$ cat src/rtl/reel_spin_controller.sv
// Multi-reel spin controller: free-running reel counters, debounced stop button,
// sequential reel freezing from the leftmost reel, and registered match flags.
module reel_spin_controller #(
    parameter int NUM_REELS = 3,
    parameter int DIGIT_W   = 4,
    parameter int SYMBOLS   = 16,
    parameter int PRESCALE  = 1,
    parameter int DEBOUNCE  = 16
) (
    input  logic                           CLOCK_50,
    input  logic                           reset,
    input  logic                           start,
    input  logic                           stop_key,
    output logic [NUM_REELS*DIGIT_W-1:0]   spin_value,
    output logic [NUM_REELS-1:0]           reel_stopped,
    output logic                           busy,
    output logic                           done,
    output logic                           all_match,
    output logic                           pair_match
);

    localparam int PS_W  = (PRESCALE > 1) ? $clog2(PRESCALE) : 1;
    localparam int DB_W  = (DEBOUNCE > 1) ? $clog2(DEBOUNCE) : 1;
    localparam int PTR_W = (NUM_REELS > 1) ? $clog2(NUM_REELS) : 1;

    typedef enum logic [1:0] {
        IDLE   = 2'd0,
        SPIN   = 2'd1,
        RESULT = 2'd2
    } state_t;

    state_t state_reg, state_next;

    // ---------------- prescaler and reel counters ----------------
    logic [PS_W-1:0]              pre_reg;
    logic                         adv;
    logic [NUM_REELS*DIGIT_W-1:0] cnt_flat;

    assign adv = (pre_reg == PS_W'(PRESCALE - 1));

    always_ff @(posedge CLOCK_50 or posedge reset) begin
        if (reset)
            pre_reg <= '0;
        else if (adv)
            pre_reg <= '0;
        else
            pre_reg <= pre_reg + PS_W'(1);
    end

    genvar gi;
    generate
        for (gi = 0; gi < NUM_REELS; gi++) begin : g_reel
            // Step reduced modulo SYMBOLS so a single conditional subtract wraps it
            localparam int STEP = (2 * gi + 1) % SYMBOLS;
            logic [DIGIT_W-1:0] cnt_reg;
            logic [DIGIT_W:0]   sum;

            assign sum = {1'b0, cnt_reg} + (DIGIT_W + 1)'(STEP);

            always_ff @(posedge CLOCK_50 or posedge reset) begin
                if (reset)
                    cnt_reg <= '0;
                else if (adv)
                    cnt_reg <= (sum >= (DIGIT_W + 1)'(SYMBOLS))
                               ? DIGIT_W'(sum - (DIGIT_W + 1)'(SYMBOLS))
                               : sum[DIGIT_W-1:0];
            end

            assign cnt_flat[gi*DIGIT_W +: DIGIT_W] = cnt_reg;
        end
    endgenerate

    // ---------------- stop button conditioning ----------------
    logic            sync1_reg, sync2_reg, deb_reg, stop_evt_reg;
    logic [DB_W-1:0] db_cnt_reg;

    always_ff @(posedge CLOCK_50 or posedge reset) begin
        if (reset) begin
            sync1_reg    <= 1'b1;
            sync2_reg    <= 1'b1;
            deb_reg      <= 1'b1;
            db_cnt_reg   <= '0;
            stop_evt_reg <= 1'b0;
        end else begin
            sync1_reg    <= stop_key;
            sync2_reg    <= sync1_reg;
            stop_evt_reg <= 1'b0;
            if (sync2_reg == deb_reg) begin
                db_cnt_reg <= '0;
            end else if (db_cnt_reg == DB_W'(DEBOUNCE - 1)) begin
                deb_reg      <= sync2_reg;
                db_cnt_reg   <= '0;
                stop_evt_reg <= ~sync2_reg;
            end else begin
                db_cnt_reg <= db_cnt_reg + DB_W'(1);
            end
        end
    end

    // ---------------- control FSM ----------------
    logic spin_start, stop_now, last_stop;
    logic [PTR_W-1:0] ptr_reg, ptr_next;

    always_ff @(posedge CLOCK_50 or posedge reset) begin
        if (reset)
            state_reg <= IDLE;
        else
            state_reg <= state_next;
    end

    always_comb begin
        state_next = state_reg;
        busy       = 1'b0;
        done       = 1'b0;
        spin_start = 1'b0;
        stop_now   = 1'b0;
        last_stop  = 1'b0;
        case (state_reg)
            IDLE: begin
                if (start) begin
                    state_next = SPIN;
                    spin_start = 1'b1;
                end
            end
            SPIN: begin
                busy = 1'b1;
                if (stop_evt_reg) begin
                    stop_now = 1'b1;
                    if (ptr_reg == '0) begin
                        last_stop  = 1'b1;
                        state_next = RESULT;
                    end
                end
            end
            RESULT: begin
                busy       = 1'b1;
                done       = 1'b1;
                state_next = IDLE;
            end
            default: state_next = IDLE;
        endcase
    end

    // ---------------- reel fields and match flags ----------------
    logic [NUM_REELS*DIGIT_W-1:0] field_reg, field_next;
    logic [NUM_REELS-1:0]         stopped_reg, stopped_next;
    logic                         all_reg, pair_reg, all_next, pair_next;
    logic [DIGIT_W-1:0]           fld [NUM_REELS];

    // A stopping reel is still loaded this cycle, which captures the pre-advance value
    always_comb begin
        field_next   = field_reg;
        stopped_next = stopped_reg;
        ptr_next     = ptr_reg;
        if (spin_start) begin
            stopped_next = '0;
            ptr_next     = PTR_W'(NUM_REELS - 1);
        end
        if (state_reg == SPIN) begin
            for (int i = 0; i < NUM_REELS; i++) begin
                if (!stopped_reg[i])
                    field_next[i*DIGIT_W +: DIGIT_W] = cnt_flat[i*DIGIT_W +: DIGIT_W];
            end
            if (stop_now) begin
                stopped_next[ptr_reg] = 1'b1;
                ptr_next              = ptr_reg - PTR_W'(1);
            end
        end
    end

    generate
        for (gi = 0; gi < NUM_REELS; gi++) begin : g_fld
            assign fld[gi] = field_next[gi*DIGIT_W +: DIGIT_W];
        end
    endgenerate

    always_comb begin
        all_next  = 1'b1;
        pair_next = 1'b0;
        for (int i = 0; i < NUM_REELS; i++) begin
            if (fld[i] != fld[0])
                all_next = 1'b0;
            for (int j = i + 1; j < NUM_REELS; j++) begin
                if (fld[i] == fld[j])
                    pair_next = 1'b1;
            end
        end
    end

    always_ff @(posedge CLOCK_50 or posedge reset) begin
        if (reset) begin
            field_reg   <= '0;
            stopped_reg <= '0;
            ptr_reg     <= '0;
            all_reg     <= 1'b0;
            pair_reg    <= 1'b0;
        end else begin
            field_reg   <= field_next;
            stopped_reg <= stopped_next;
            ptr_reg     <= ptr_next;
            if (spin_start) begin
                all_reg  <= 1'b0;
                pair_reg <= 1'b0;
            end else if (last_stop) begin
                all_reg  <= all_next;
                pair_reg <= pair_next;
            end
        end
    end

    assign spin_value   = field_reg;
    assign reel_stopped = stopped_reg;
    assign all_match    = all_reg;
    assign pair_match   = pair_reg;

endmodule

$ cat config.mk
export PLATFORM = sky130hd
export DESIGN_NAME = reel_spin_controller
export DESIGN_NICKNAME = d
export VERILOG_FILES = /design/src/rtl/reel_spin_controller.sv
export SDC_FILE = /design/constraint.sdc
export NUM_CORES = 1
export LEC_CHECK = 0
export CAP_MARGIN = 20
export CELL_PAD_IN_SITES_DETAIL_PLACEMENT = 0
export CELL_PAD_IN_SITES_GLOBAL_PLACEMENT = 1
export CORE_MARGIN = 1
export CORE_UTILIZATION = 38
export CTS_BUF_LIST = sky130_fd_sc_hd__clkbuf_8
export DETAILED_ROUTE_END_ITERATION = 12
export GPL_ROUTABILITY_DRIVEN = 0
export PLACE_DENSITY = 0.69
export SYNTH_ARGS = -nofsm -noshare
export SYNTH_HDL_FRONTEND = slang
export SYNTH_SLANG_ARGS = --single-unit
$ cat constraint.sdc
create_clock -name CLOCK_50 -period 1.9 [get_ports CLOCK_50]
set_input_delay 0.38 -clock CLOCK_50 [delete_from_list [all_inputs] [get_ports CLOCK_50]]
set_output_delay 0.38 -clock CLOCK_50 [all_outputs]
set_load 0.05 [all_outputs]
* Yosys cells after proc, flatten, opt, wreduce, memory -nomap -nowiden
Cells that the tools add are included.
Word-level totals: flip-flop bits (word level) 42, output and inout port bits 19, logic and storage cells 93, input bits 4
Cells by class: bitwise operators 3, reduce and logical (&&, ||, !) cells 7, muxes and demuxes 42, order comparisons 5, eq/ne operators 12, add/sub/neg operators 9
Operators with widths (count):
- two-way mux 4 bit | 8
- two-way mux 1 bit | 22
- >= comparator 5 bit (second input constant) | 3
- == test 4 bit | 3
- two-way mux 12 bit | 1
- two-way mux 2 bit | 6
- subtractor 4 x 1 -> 4 bit (second input constant) | 3
- two-way mux 3 bit | 3
- != test 4 bit | 2
- != test 2 bit (second input constant) | 3
- adder 4 x 1 -> 5 bit (second input constant) | 1
- adder 4 x 2 -> 5 bit (second input constant) | 1
- adder 4 x 3 -> 5 bit (second input constant) | 1
- adder 4 x 1 -> 4 bit (second input constant) | 1
- == test 4 bit (second input constant) | 1
- logical NOT 2 bit | 2
- one-hot mux 2 bit (2 select lines) | 1
- less-than comparator 2 x 3 -> 1 bit (second input constant) | 1
- OR 3 bit | 1
- AND reduction 3 bit | 1
- demux 1 bit (select 2 bit) | 1
- == test 2 x 1 -> 1 bit (second input constant) | 1
- == test 2 bit (second input constant) | 1
- >= comparator 2 x 1 -> 1 bit (second input constant) | 1
- 8 further kinds | 9

* Longest topological paths before layout
depth after elaboration 8, depth in mapped cells 8, mapped depth without buffers 7

* Worst setup path before layout
OpenSTA, ideal clock, no wires.
path type register -> register, from reg state_reg[1], to reg all_reg, in the netlist all_match, data required time 1.790 ns, setup slack 0.011 ns, arrival 1.778 ns, period minus slack after synthesis 1.889 ns, buffers on the path 1, setup time 0.110 ns, cell stages (with the launch flop) 9, cells stage by stage dfrtp_1 > inv_1 > ha_1 > nand2b_1 > buf_4 > mux2i_1 > xnor2_1 > nand4_1 > o41ai_1
On the way: cells in the longest elaborated chain, start to end 7, elaborated cells on any way between the ends 12, classes of those cells eq/ne (3); mux (7); reduce/logical (2)
Ends and longest elaborated chain:
- start: declaration | line 32 | state_t state_reg, state_next;
- start signal: assignment | line 108 | state_reg <= state_next;
- == test 2 x 1 -> 1 bit | line 118, 159
- two-way mux 12 bit | line 159 | if (state_reg == SPIN) begin
- != test 4 bit | line 181 | if (fld[i] != fld[0])
- two-way mux 1 bit (2 in series) | line 181
- two-way mux 1 bit | line 204 | end else if (last_stop) begin
- two-way mux 1 bit | line 201 | if (spin_start) begin
- end signal: assignment | line 205 | all_reg <= all_next;
- end: declaration | line 147 | logic all_reg, pair_reg, all_next, pair_next;
Several ways; a longest one is shown, not always the timed one. The select of a mux whose other input is x is not followed. A chain may end at the register's enable or synchronous reset.

* Worst setup path in the final report
from reg field_reg[3], in the netlist spin_value[3], to out spin_value[3]
RTL lines:
- start: declaration | line 145 | logic [NUM_REELS*DIGIT_W-1:0] field_reg, field_next;
- start signal: assignment | line 198 | field_reg <= field_next;
- end: declaration | line 14 | output logic [NUM_REELS*DIGIT_W-1:0] spin_value,
No word-level cell between the ends.

==> results_tabular.tex <==
\begin{tabular}{lr}
\hline
Metric & Value \\
\hline
\multicolumn{2}{l}{\textbf{Critical path}} \\
\quad Cell type of the slowest stage on the worst timing path & clkdlybuf4s50\_1 \\
\quad Largest fanout on the critical path & 2 \\
\quad Capturing element type of the critical path & output port \\
\quad Setup CP Type & flip-flop to output port \\
\quad Worst r2r dst & pair\_match \\
\quad Cell family contributing the most delay on the critical path & buffers and inverters \\
\quad Buffers \& Inverters on Critical Path & 1 \\
\quad Req. time, crit path & 1.52 ns \\
\quad Reg2Reg Depth & 8 \\
\quad Crit path largest cell delay & 0.80 ns \\
\quad CP cell instances & clkdlybuf4s50\_1 \\
\quad Data arrival time at the worst-slack endpoint & 1.43 ns \\
\quad Launch point of the worst reg-to-reg path & state\_reg[0] \\
\quad Startpoint Class & flip-flop \\
\quad FF-to-FF setup slack & 0.12 ns \\
\multicolumn{2}{l}{\textbf{STA}} \\
\quad Final critical delay including setup and external delays & 1.812 ns \\
\quad Setup total negative slack & 0 ns \\
\quad Peak Freq & 0.5520 GHz \\
\quad Fin. max-slew vios & 0 \\
\quad Max-Slew Margin vs Limit & 66.44\% \\
\quad Hold Violations, Final & 0 \\
\quad Final Setup Violations & 0 \\
\quad Worst slew pin tran & 0.5025 ns \\
\quad Final clock period utilization by the worst path & 95.35\% \\
\quad Worst clock skew & 0.007138 ns \\
\quad Setup repair after global routing missed its margin & yes \\
\multicolumn{2}{l}{\textbf{Hold path}} \\
\quad Hold Crit Class & flip-flop to flip-flop \\
\quad Hold Path Stages & 0 \\
\quad Beginning of the worst hold path & sync1\_reg \\
\quad Hold Crit Endpoint & sync2\_reg \\
\multicolumn{2}{l}{\textbf{Place}} \\
\quad Total half-perimeter wirelength after legalization and detailed placement & 2604 um \\
\quad PortBufs & 22 \\
\quad Cell area reported after detailed placement & 2251 um\^{}2 \\
\multicolumn{2}{l}{\textbf{Yosys}} \\
\quad Main area contributors after synthesis & dfrtp\_1, xnor2\_1, ha\_1, inv\_1, mux2i\_2 \\
\quad Gate count after technology mapping & 154 \\
\quad Primary flip-flop cell chosen by synthesis mapping & dfrtp\_1 \\
\quad Netlist area before placement & 1866 um\^{}2 \\
\quad Number of nets in the synthesized netlist & 170 \\
\quad Count of warnings emitted by yosys & 0 \\
\quad Area leader, netlist & dfrtp\_1 \\
\quad Mean instance size in the synthesized netlist & 12.11 um\^{}2 \\
\quad Sequential share of the synthesized area & 55.20\% \\
\quad EDFF count, synth & 0 \\
\quad Post-synthesis sequential element count & 41 \\
\quad Count of different cell masters after synthesis & 26 \\
\quad Share of synthesized flip-flops with an asynchronous set or reset & 100.0\% \\
\quad Area fraction of the dominant cell type after synthesis & 50.97\% \\
\multicolumn{2}{l}{\textbf{Power and ir drop}} \\
\quad Leak & 1.192 nW \\
\quad Total power draw & 4.136 mW \\
\quad Seq pwr share & 28.1\% \\
\quad Clock share of power & 13.2\% \\
\quad Share of total power consumed by net switching & 41.48\% \\
\quad Net load switching power & 1.716 mW \\
\quad Portion of total power attributed to combinational logic & 58.7\% \\
\quad Internal power & 2.421 mW \\
\quad Maximum resistive drop on vdd & 613.9 uV \\
\quad Power density normalized to cell area & 1675 nW/um\^{}2 \\
\multicolumn{2}{l}{\textbf{Status}} \\
\quad Status & completed \\
\multicolumn{2}{l}{\textbf{Final layout}} \\
\quad Layout Nets & 212 \\
\quad Antenna Cells & 0 \\
\quad Area growth from synthesis to layout & 32.33\% \\
\quad Final design utilization & 52.26\% \\
\quad Layout cell share with drive strength beyond 1 & 31.63\% \\
\quad Design area & 2469 um\^{}2 \\
\multicolumn{2}{l}{\textbf{Clock network}} \\
\quad Maximum count of clock buffers along a single path & 2 \\
\quad Clock Tree Root & clkbuf\_8 \\
\quad H-tree levels & 2 \\
\quad Number of sinks driven by the clock tree & 41 \\
\quad CTS Buf Count & 5 \\
\quad CTS tree & yes \\
\quad Insertion delay to the later sink of the worst-skew pair & 0.28 ns \\
\quad Clock transition at path regs & 0.07 ns \\
\multicolumn{2}{l}{\textbf{Global routing}} \\
\quad Wire length of the first global-routing pass & 5816 um \\
\quad Number of antenna violations at the first check in global routing & 0 \\
\quad Vias in the first global route & 1257 \\
\quad Maximum number of pins on one net before global-route repair & 42 \\
\quad Global router's overall resource usage & 14.93\% \\
\quad Total congestion overflow & 0 \\
\multicolumn{2}{l}{\textbf{Floorplan}} \\
\quad Die span in x & 72.07 um \\
\quad Cell row count & 25 \\
\quad Initial Utilization & 39.50\% \\
\quad Placeable Area & 4723 um\^{}2 \\
\quad Area of the die & 5193 um\^{}2 \\
\quad Total I/O pin count & 23 \\
\quad Y dimension of the die & 72.07 um \\
\multicolumn{2}{l}{\textbf{Drt}} \\
\quad Vias & 1185 \\
\quad Via density per instance & 4.506 \\
\quad Initial DRC Count & 42 \\
\quad First-pass iteration count of the detailed router & 4 \\
\quad Routed WL per cell & 12.91 um \\
\quad Detailed-route wire length & 3396 um \\
\quad DRC violations left & 0 \\
\quad Number of nets with antenna violations after routing & 0 \\
\multicolumn{2}{l}{\textbf{Job}} \\
\quad Max-cap violation count & 0 \\
\hline
\end{tabular}
-- area by class of cell --
type                       count  area [um^2]
clock inverter                 1        3.754
inverter                      24        90.09
fill                         427         2255
timing repair buffer          38        337.8
multi-input combinational     86        840.8
tap                           67        83.83
clock buffer                   6        82.58
sequential                    41         1030
-- how the worst max path moves through the flow --
stage / startpoint / endpoint / slack, ns / cells past startpoint
floorplan: state_reg[1] / all_match / 0.01 / 8
global placement: state_reg[0] / all_match / -0.09 / 6
detailed placement: state_reg[0] / all_match / -0.15 / 6
CTS: spin_value[2] / spin_value[2] / 0.01 / 1
global route: state_reg[1] / all_match / -0.01 / 8
finish: spin_value[3] / spin_value[3] / 0.09 / 1
-- stage by stage --
step,hold slack (ns),setup WS (ns),instances
after floorplan,0.3452,0.01142,154
after global placement,0.3488,-0.08910,255
after detailed placement,0.3507,-0.1489,255
after CTS,0.3638,0.01077,262
after global routing,0.3646,-0.01055,263
final,0.3618,0.08827,263
-- layer usage --
layer	part of all wire (%)	wire, um	up-vias	GRT usage [%]
li1	-	-	583	-
met1	44	1484	578	17.73
met2	51	1746	18	25.96
met3	3.2	108	6	3.750
met4	1.7	57	0	5.882
met5	0	0	-	0
-- repair_timing --
| item | 4_1_cts | 5_1_grt |
|---|---|---|
| pin swaps | 0 | 3 |
| setup endpoints to repair | 2 | 3 |
| resized for setup | 14 | 9 |
| endpoints found under the hold margin | 0 | 0 |
| hold buffers | 0 | 0 |
| setup buffers | 0 | 1 |
-- power by group through the flow --
| stage | clock network (mW) | logic, mW | registers [mW] |
|---|---|---|---|
| 2_1_floorplan | 0 | 1.02 | 1.58 |
| 3_3_place_gp | 0 | 2.16 | 1.14 |
| 3_5_place_dp | 0 | 2.19 | 1.15 |
| 4_1_cts | 0.568 | 2.33 | 1.15 |
| 5_1_grt | 0.605 | 2.58 | 1.18 |
| 6_report | 0.547 | 2.43 | 1.16 |
-- cell usage in the layout, fill, tap and decap left out, drive strengths merged --
cell            n
dlymetal6s2s    1
a32o            2
ha             12
buf            33
clkbuf          6
a21oi           4
xnor2          19
dfstp           3
and2            1
nor3b           2
clkdlybuf4s50   4
nand4b          1
mux2            1
nor2            1
nand2b          3
xor2            1
dfrtp          38
nand3           5
a31oi           1
mux2i          12
a41oi           1
nor2b           2
o41ai           1
o21ai           8
nand4           2
inv            25
nand2           7
-- cell usage after synthesis (all sizes together) (2+ instances only) --
master	count
a32o	2
ha	12
nand2	7
dfrtp	38
nand4	2
nor2b	2
a21oi	4
inv	24
nand2b	3
mux2i	12
dfstp	3
xnor2	19
o21ai	8
buf	3
nand3	5
nor3b	2
-- logic make-up after synthesis --
| group | synth area share, % |
|---|---|
| compound gates | 5.970 |
| fa+ha+maj | 8.048 |
| flops | 55.20 |
| simple gates | 6.908 |
| buf+inv | 6.237 |
| mux | 8.250 |
| xor+xnor | 9.390 |
(Power assumes the default switching activity.)
